File: src/rtl/issue_ctrl.sv
// In-order issue control for the ID->EX boundary: register scoreboard, multiplier and
// memory occupancy tracking, hazard detection and a saturating stall counter.
module issue_ctrl #(
  parameter int unsigned MUL_LAT = 3
) (
  input  logic        clk,
  input  logic        rstn,
  // Decoded instruction in ID
  input  logic        id_valid,
  input  logic [14:0] id_rs,
  input  logic [1:0]  id_reg_wb,
  input  logic [1:0]  id_mem,
  input  logic [3:0]  id_ex,
  input  logic        flush,
  // Completion events
  input  logic        wb_valid,
  input  logic [4:0]  wb_rd,
  input  logic        mem_done,
  // Issue handshake and EX stage registers
  output logic        id_ready,
  output logic        ex_valid,
  output logic [14:0] ex_rs,
  output logic [1:0]  ex_reg_wb,
  output logic [1:0]  ex_mem,
  output logic [3:0]  ex_ex,
  // Status
  output logic [31:0] pending,
  output logic        mul_busy,
  output logic        mem_busy,
  output logic [15:0] stall_cnt
);

  localparam logic [3:0]  MulLoad = 4'(MUL_LAT);
  localparam logic [15:0] CntMax  = 16'hFFFF;

  // Decoded fields
  logic [4:0] rs0, rs1, rs2;
  logic       reg_write;
  logic       is_mul;
  logic       is_mem;
  logic       rs0_is_src;
  logic       has_dst;

  // Hazards and issue decision
  logic       raw_hazard;
  logic       waw_hazard;
  logic       struct_hazard;
  logic       stall;
  logic       issue;
  logic       count_stall;

  // State
  logic [31:0] pending_q, pending_d;
  logic [3:0]  mul_cnt_q, mul_cnt_d;
  logic        mem_busy_q, mem_busy_d;
  logic [15:0] stall_cnt_q, stall_cnt_d;
  logic        ex_valid_q;
  logic [14:0] ex_rs_q;
  logic [1:0]  ex_reg_wb_q;
  logic [1:0]  ex_mem_q;
  logic [3:0]  ex_ex_q;

  assign rs0       = id_rs[4:0];
  assign rs1       = id_rs[9:5];
  assign rs2       = id_rs[14:10];
  assign reg_write = id_reg_wb[1];
  assign is_mul    = id_ex[2];
  assign is_mem    = id_mem != 2'b00;

  // Stores and non-writing branches read rs0 as a third operand.
  assign rs0_is_src = id_mem[0] | (id_ex[3] & ~reg_write);
  assign has_dst    = reg_write & (rs0 != 5'd0);

  // Hazards look only at registered state; pending_q[0] is held at zero.
  assign raw_hazard    = pending_q[rs1] | pending_q[rs2] | (rs0_is_src & pending_q[rs0]);
  assign waw_hazard    = has_dst & pending_q[rs0];
  assign struct_hazard = (is_mul & mul_busy) | (is_mem & mem_busy_q);
  assign stall         = raw_hazard | waw_hazard | struct_hazard;

  assign issue       = id_valid & ~flush & ~stall;
  assign id_ready    = issue | (id_valid & flush);
  assign count_stall = id_valid & ~flush & ~issue;

  // Scoreboard: a same-cycle clear and set of one register leaves it set.
  always_comb begin
    pending_d = pending_q;
    if (wb_valid) begin
      pending_d[wb_rd] = 1'b0;
    end
    if (issue && has_dst) begin
      pending_d[rs0] = 1'b1;
    end
    pending_d[0] = 1'b0;
  end

  always_comb begin
    mul_cnt_d = mul_cnt_q;
    if (issue && is_mul) begin
      mul_cnt_d = MulLoad;
    end else if (mul_cnt_q != 4'd0) begin
      mul_cnt_d = mul_cnt_q - 4'd1;
    end
  end

  always_comb begin
    mem_busy_d = mem_busy_q;
    if (issue && is_mem) begin
      mem_busy_d = 1'b1;
    end else if (mem_done) begin
      mem_busy_d = 1'b0;
    end
  end

  always_comb begin
    stall_cnt_d = stall_cnt_q;
    if (count_stall && (stall_cnt_q != CntMax)) begin
      stall_cnt_d = stall_cnt_q + 16'd1;
    end
  end

  always_ff @(posedge clk or negedge rstn) begin
    if (!rstn) begin
      pending_q   <= '0;
      mul_cnt_q   <= '0;
      mem_busy_q  <= 1'b0;
      stall_cnt_q <= '0;
    end else begin
      pending_q   <= pending_d;
      mul_cnt_q   <= mul_cnt_d;
      mem_busy_q  <= mem_busy_d;
      stall_cnt_q <= stall_cnt_d;
    end
  end

  // EX payload only moves on issue, so a flushed or stalled slot leaves it untouched.
  always_ff @(posedge clk or negedge rstn) begin
    if (!rstn) begin
      ex_valid_q  <= 1'b0;
      ex_rs_q     <= '0;
      ex_reg_wb_q <= '0;
      ex_mem_q    <= '0;
      ex_ex_q     <= '0;
    end else begin
      ex_valid_q <= issue;
      if (issue) begin
        ex_rs_q     <= id_rs;
        ex_reg_wb_q <= id_reg_wb;
        ex_mem_q    <= id_mem;
        ex_ex_q     <= id_ex;
      end
    end
  end

  assign ex_valid  = ex_valid_q;
  assign ex_rs     = ex_rs_q;
  assign ex_reg_wb = ex_reg_wb_q;
  assign ex_mem    = ex_mem_q;
  assign ex_ex     = ex_ex_q;
  assign pending   = pending_q;
  assign mul_busy  = mul_cnt_q != 4'd0;
  assign mem_busy  = mem_busy_q;
  assign stall_cnt = stall_cnt_q;

endmodule

File: config.mk
export PLATFORM = sky130hd
export DESIGN_NAME = issue_ctrl
export DESIGN_NICKNAME = d
export VERILOG_FILES = /design/src/rtl/issue_ctrl.sv
export SDC_FILE = /design/constraint.sdc
export NUM_CORES = 1
export LEC_CHECK = 0
export CORE_ASPECT_RATIO = 0.75
export CORE_UTILIZATION = 41
export CTS_CLUSTER_SIZE = 30
export DETAILED_ROUTE_END_ITERATION = 10
export GPL_ROUTABILITY_DRIVEN = 0
export GPL_TIMING_DRIVEN = 0
export PLACE_DENSITY = 0.78
export SLEW_MARGIN = 40
export SYNTH_ARGS = -nofsm -noshare
export SYNTH_HDL_FRONTEND = slang
export SYNTH_SLANG_ARGS = --single-unit
File: constraint.sdc
create_clock -name clk -period 3.8 [get_ports clk]
set_clock_uncertainty 0.15 [all_clocks]
set_input_delay 0.38 -clock clk [delete_from_list [all_inputs] [get_ports clk]]
set_output_delay 0.38 -clock clk [all_outputs]
set_load 0.01 [all_outputs]
==> run summary <==
Number of flops mapped to enable cells by yosys -> 0
Design area -> 0.00563 mm^2
Pwr dens -> 523 mW/mm^2
HP Class -> in -> reg
Hold Slack -> 0.293 ns
CP cell instances -> clkdlybuf4s50_1 -> buf_4 -> mux2i_1 -> o22ai_1 -> nor4_1 -> o22ai_1 -> nor3_4 -> clkbuf_4 -> o21a_1 -> clkdlybuf4s50_1
Max incr delay on CP -> 0.55 ns
Pin count of the biggest net entering global routing -> 44
Synth Flop Type -> dfrtp_1
Maxcap violations -> 0
Final Hold Viols -> 0
Num CTS Buffers -> 9
CTS max path bufs -> 2
Via count -> 3,597
Switching Power -> 0.844 mW
H-tree Lvls -> 3
Vias in the first global route -> 3,559
Setup Viol. Count Final -> 0
RR Startpoint -> pending[30]
Area overhead of the layout relative to synthesis -> 37.7%
Post-synthesis cell area -> 0.00409 mm^2
Post-synthesis net count -> 391
Slew Limit Fails -> 0
RSZ-0062 raised after global routing -> no
Lkg Pwr -> 2.39 nW
Finished Core Util -> 58.3%
Comb pwr share -> 30.1%
Height of the die -> 88.5 um
Final #Nets -> 504
Part of the power in registers -> 38.5%
Final wirelength -> 12,100 um
Initial Util -> 42.3%
Synth area leader -> dfrtp_1
Worst-path maximum fanout -> 10
FMAX -> 271 MHz
Switching share of power -> 28.6%
Sequential cell area -> 0.00190 mm^2
Global-route wire length before repair -> 18,200 um
DR vias/cell -> 5.97
Worst-skew pair later-pin latency -> 0.33 ns
WP data required -> 3.27 ns
Setup crit end kind -> output port
Port bufs -> 99
Post-Place Setup Slack -> -0.199 ns
Ys Warns -> 0
Antenna violations before repair -> 0
IO Pins -> 109
Critical path's slowest cell -> clkdlybuf4s50_1
Post-DP HPWL -> 8700 um
Reg-to-reg endpoint -> ex_rs[6]
Async SR Flop Fraction -> 100%
Register area share after synthesis -> 46.5%
Slew headroom -> 56.4%
Peak VDD IR -> 0.287 mV
R2R depth -> 10
# rows -> 31
Endpoint, Worst Hold -> ex_rs[2]
WS Path Type -> in -> out
Core area -> 0.00966 mm^2
CTS tree -> done
Period utilization -> 97.1%
R2R Setup Slk -> 0.74 ns
CP Buf/Inv Count -> 4
Pint -> 2.10 mW
Startpoint types -> input port
Gr ovfl total -> 0
1st-pass router iterations -> 7
Mean routed wirelength per cell -> 20.0 um
Final setup margin -> 0.112 ns
CTS root buf -> clkbuf_16
Post-Syn Instances -> 354
CP delay by family, top -> buffers and inverters
Hold_sp -> id_rs[2]
Post-synth top area share -> 46.5%
Fraction of layout cells with a size suffix above 1 -> 14.6%
Fin crit period -> 3.69 ns
Status -> finished, final reports clean
Synthesized area per cell -> 11.5 um^2
Die ar. -> 0.0104 mm^2
DRT antenna net count -> 0
Clock sinks -> 76
Residual DRC -> 0
Horiz. Die Dim -> 117 um
Worst path arrival time -> 3.16 ns
Post-DP Area -> 0.00527 mm^2
Worst slew pin tran -> 0.649 ns
Leading post-synthesis cells by cell area -> dfrtp_1, mux4_2, mux2i_1, o21ai_0, mux2_1
Area of the multi-input gates -> 0.00207 mm^2
DR iter-0 viols -> 289
Fill cells -> 769
WHS Path Cells -> 2
Clock power frac -> 31.4%
N_diodes -> 0
Clk slew on worst S/H paths -> 0.05 ns
Final Power -> 2.95 mW
GR Util All Layers -> 23.7%
Unique cell type count in the Yosys netlist -> 47
Yosys reg bits -> 76
Stages on worst setup path -> 10
cell type report:
cell class,instances,share of cell area (%)
Multi-Input combinational cell,254,36.8
Buffer,15,1.69
Clock buffer,11,4.49
Sequential cell,76,33.8
Inverter,9,0.689
Clock inverter,4,1.29
Tap cell,132,2.93
Timing Repair Buffer,102,18.3
power by group through the flow:
stage	sequential (mW)	combinational, mW	clock, mW
after floorplan	1.19	0.329	0
after global placement	1.13	0.846	0
after detailed placement	1.14	0.875	0
after CTS	1.13	0.888	0.936
after global routing	1.16	0.949	0.971
final	1.13	0.886	0.925
kinds of logic (layout without fill, tap and decap cells):
logic type / after synthesis / count (layout) / synth area share (%)
and+or+nand+nor: 82 / 82 / 13.2
muxes: 66 / 66 / 21.2
AOI/OAI and AO/OA: 86 / 86 / 11.5
buffers and inverters: 24 / 141 / 3.09
adders and majority gates: 3 / 3 / 0.918
other: 1 / 1 / 0.0917
xor gates and xnor gates: 16 / 16 / 3.43
DFF: 76 / 76 / 46.5
state kept, by name (all words and copies together), names as in the netlist:
signal,flops
stall_cnt,16
mem_busy,1
mul_cnt_q,4
ex_rs,15
ex_mem,2
pending,31
ex_valid,1
ex_ex,4
ex_reg_wb,2
worst max-delay path by stage:
stage                   start           end  slack, ns
floorplan           id_rs[11]  ex_reg_wb[1]       0.96
global placement         rstn   pending[28]      -0.34
detailed placement   id_rs[1]      id_ready      -0.20
CTS                  id_rs[1]      id_ready       0.05
global route        id_rs[13]      id_ready       0.02
finish               id_rs[1]      id_ready       0.11
Yosys cell counts, drive strengths merged, types with 2 or more instances:
cell,count
and3,4
buf,13
clkbuf,2
dfrtp,76
ha,3
inv,8
mux2,25
mux2i,27
mux4,14
nand2,12
nand3,14
nand3b,9
nand4,2
nand4b,2
nor2,8
nor2b,2
nor3,10
nor3b,3
nor4,6
o21ai,65
o22ai,12
or3,3
or3b,5
xnor2,3
xor2,13
placed cells by master (no fill, tap or decap), types with 3 or more instances in the layout:
cell type         n
clkdlybuf4s50_1  97
dfrtp_1          76
o21ai_0          45
mux2i_1          27
o21ai_1          20
mux2_1           16
nand3_1          14
mux4_2           14
xor2_1           13
o22ai_1          12
nand2_1          10
nand3b_1          9
nor3_1            9
mux2_2            9
clkbuf_16         9
inv_1             8
nor2_1            8
buf_2             7
or3b_2            5
nor4_1            5
buf_4             4
and3_1            4
or3_1             3
buf_6             3
xnor2_1           3
ha_1              3
timing repair:
action,4_1_cts,5_1_grt
gates resized for setup,1,7
hold buffers,1,0
gates cloned,0,0
setup buffers,1,0
setup endpoints to repair,1,1
pin swaps,1,0
hold endpoints to repair,33,0
through the flow:
stage          TNS [ns]  instances
6_report              0        603
4_1_cts               0        603
3_5_place_dp     -0.199        586
2_1_floorplan         0        354
3_3_place_gp     -26.04        585
5_1_grt               0        603
metal layers:
metal	routed length (um)	GRT usage [%]
met1	5020	32.4
met5	0	0
met3	1090	5.55
met2	5750	36.5
met4	224	10.1
Power figures use the tool's default switching activity.
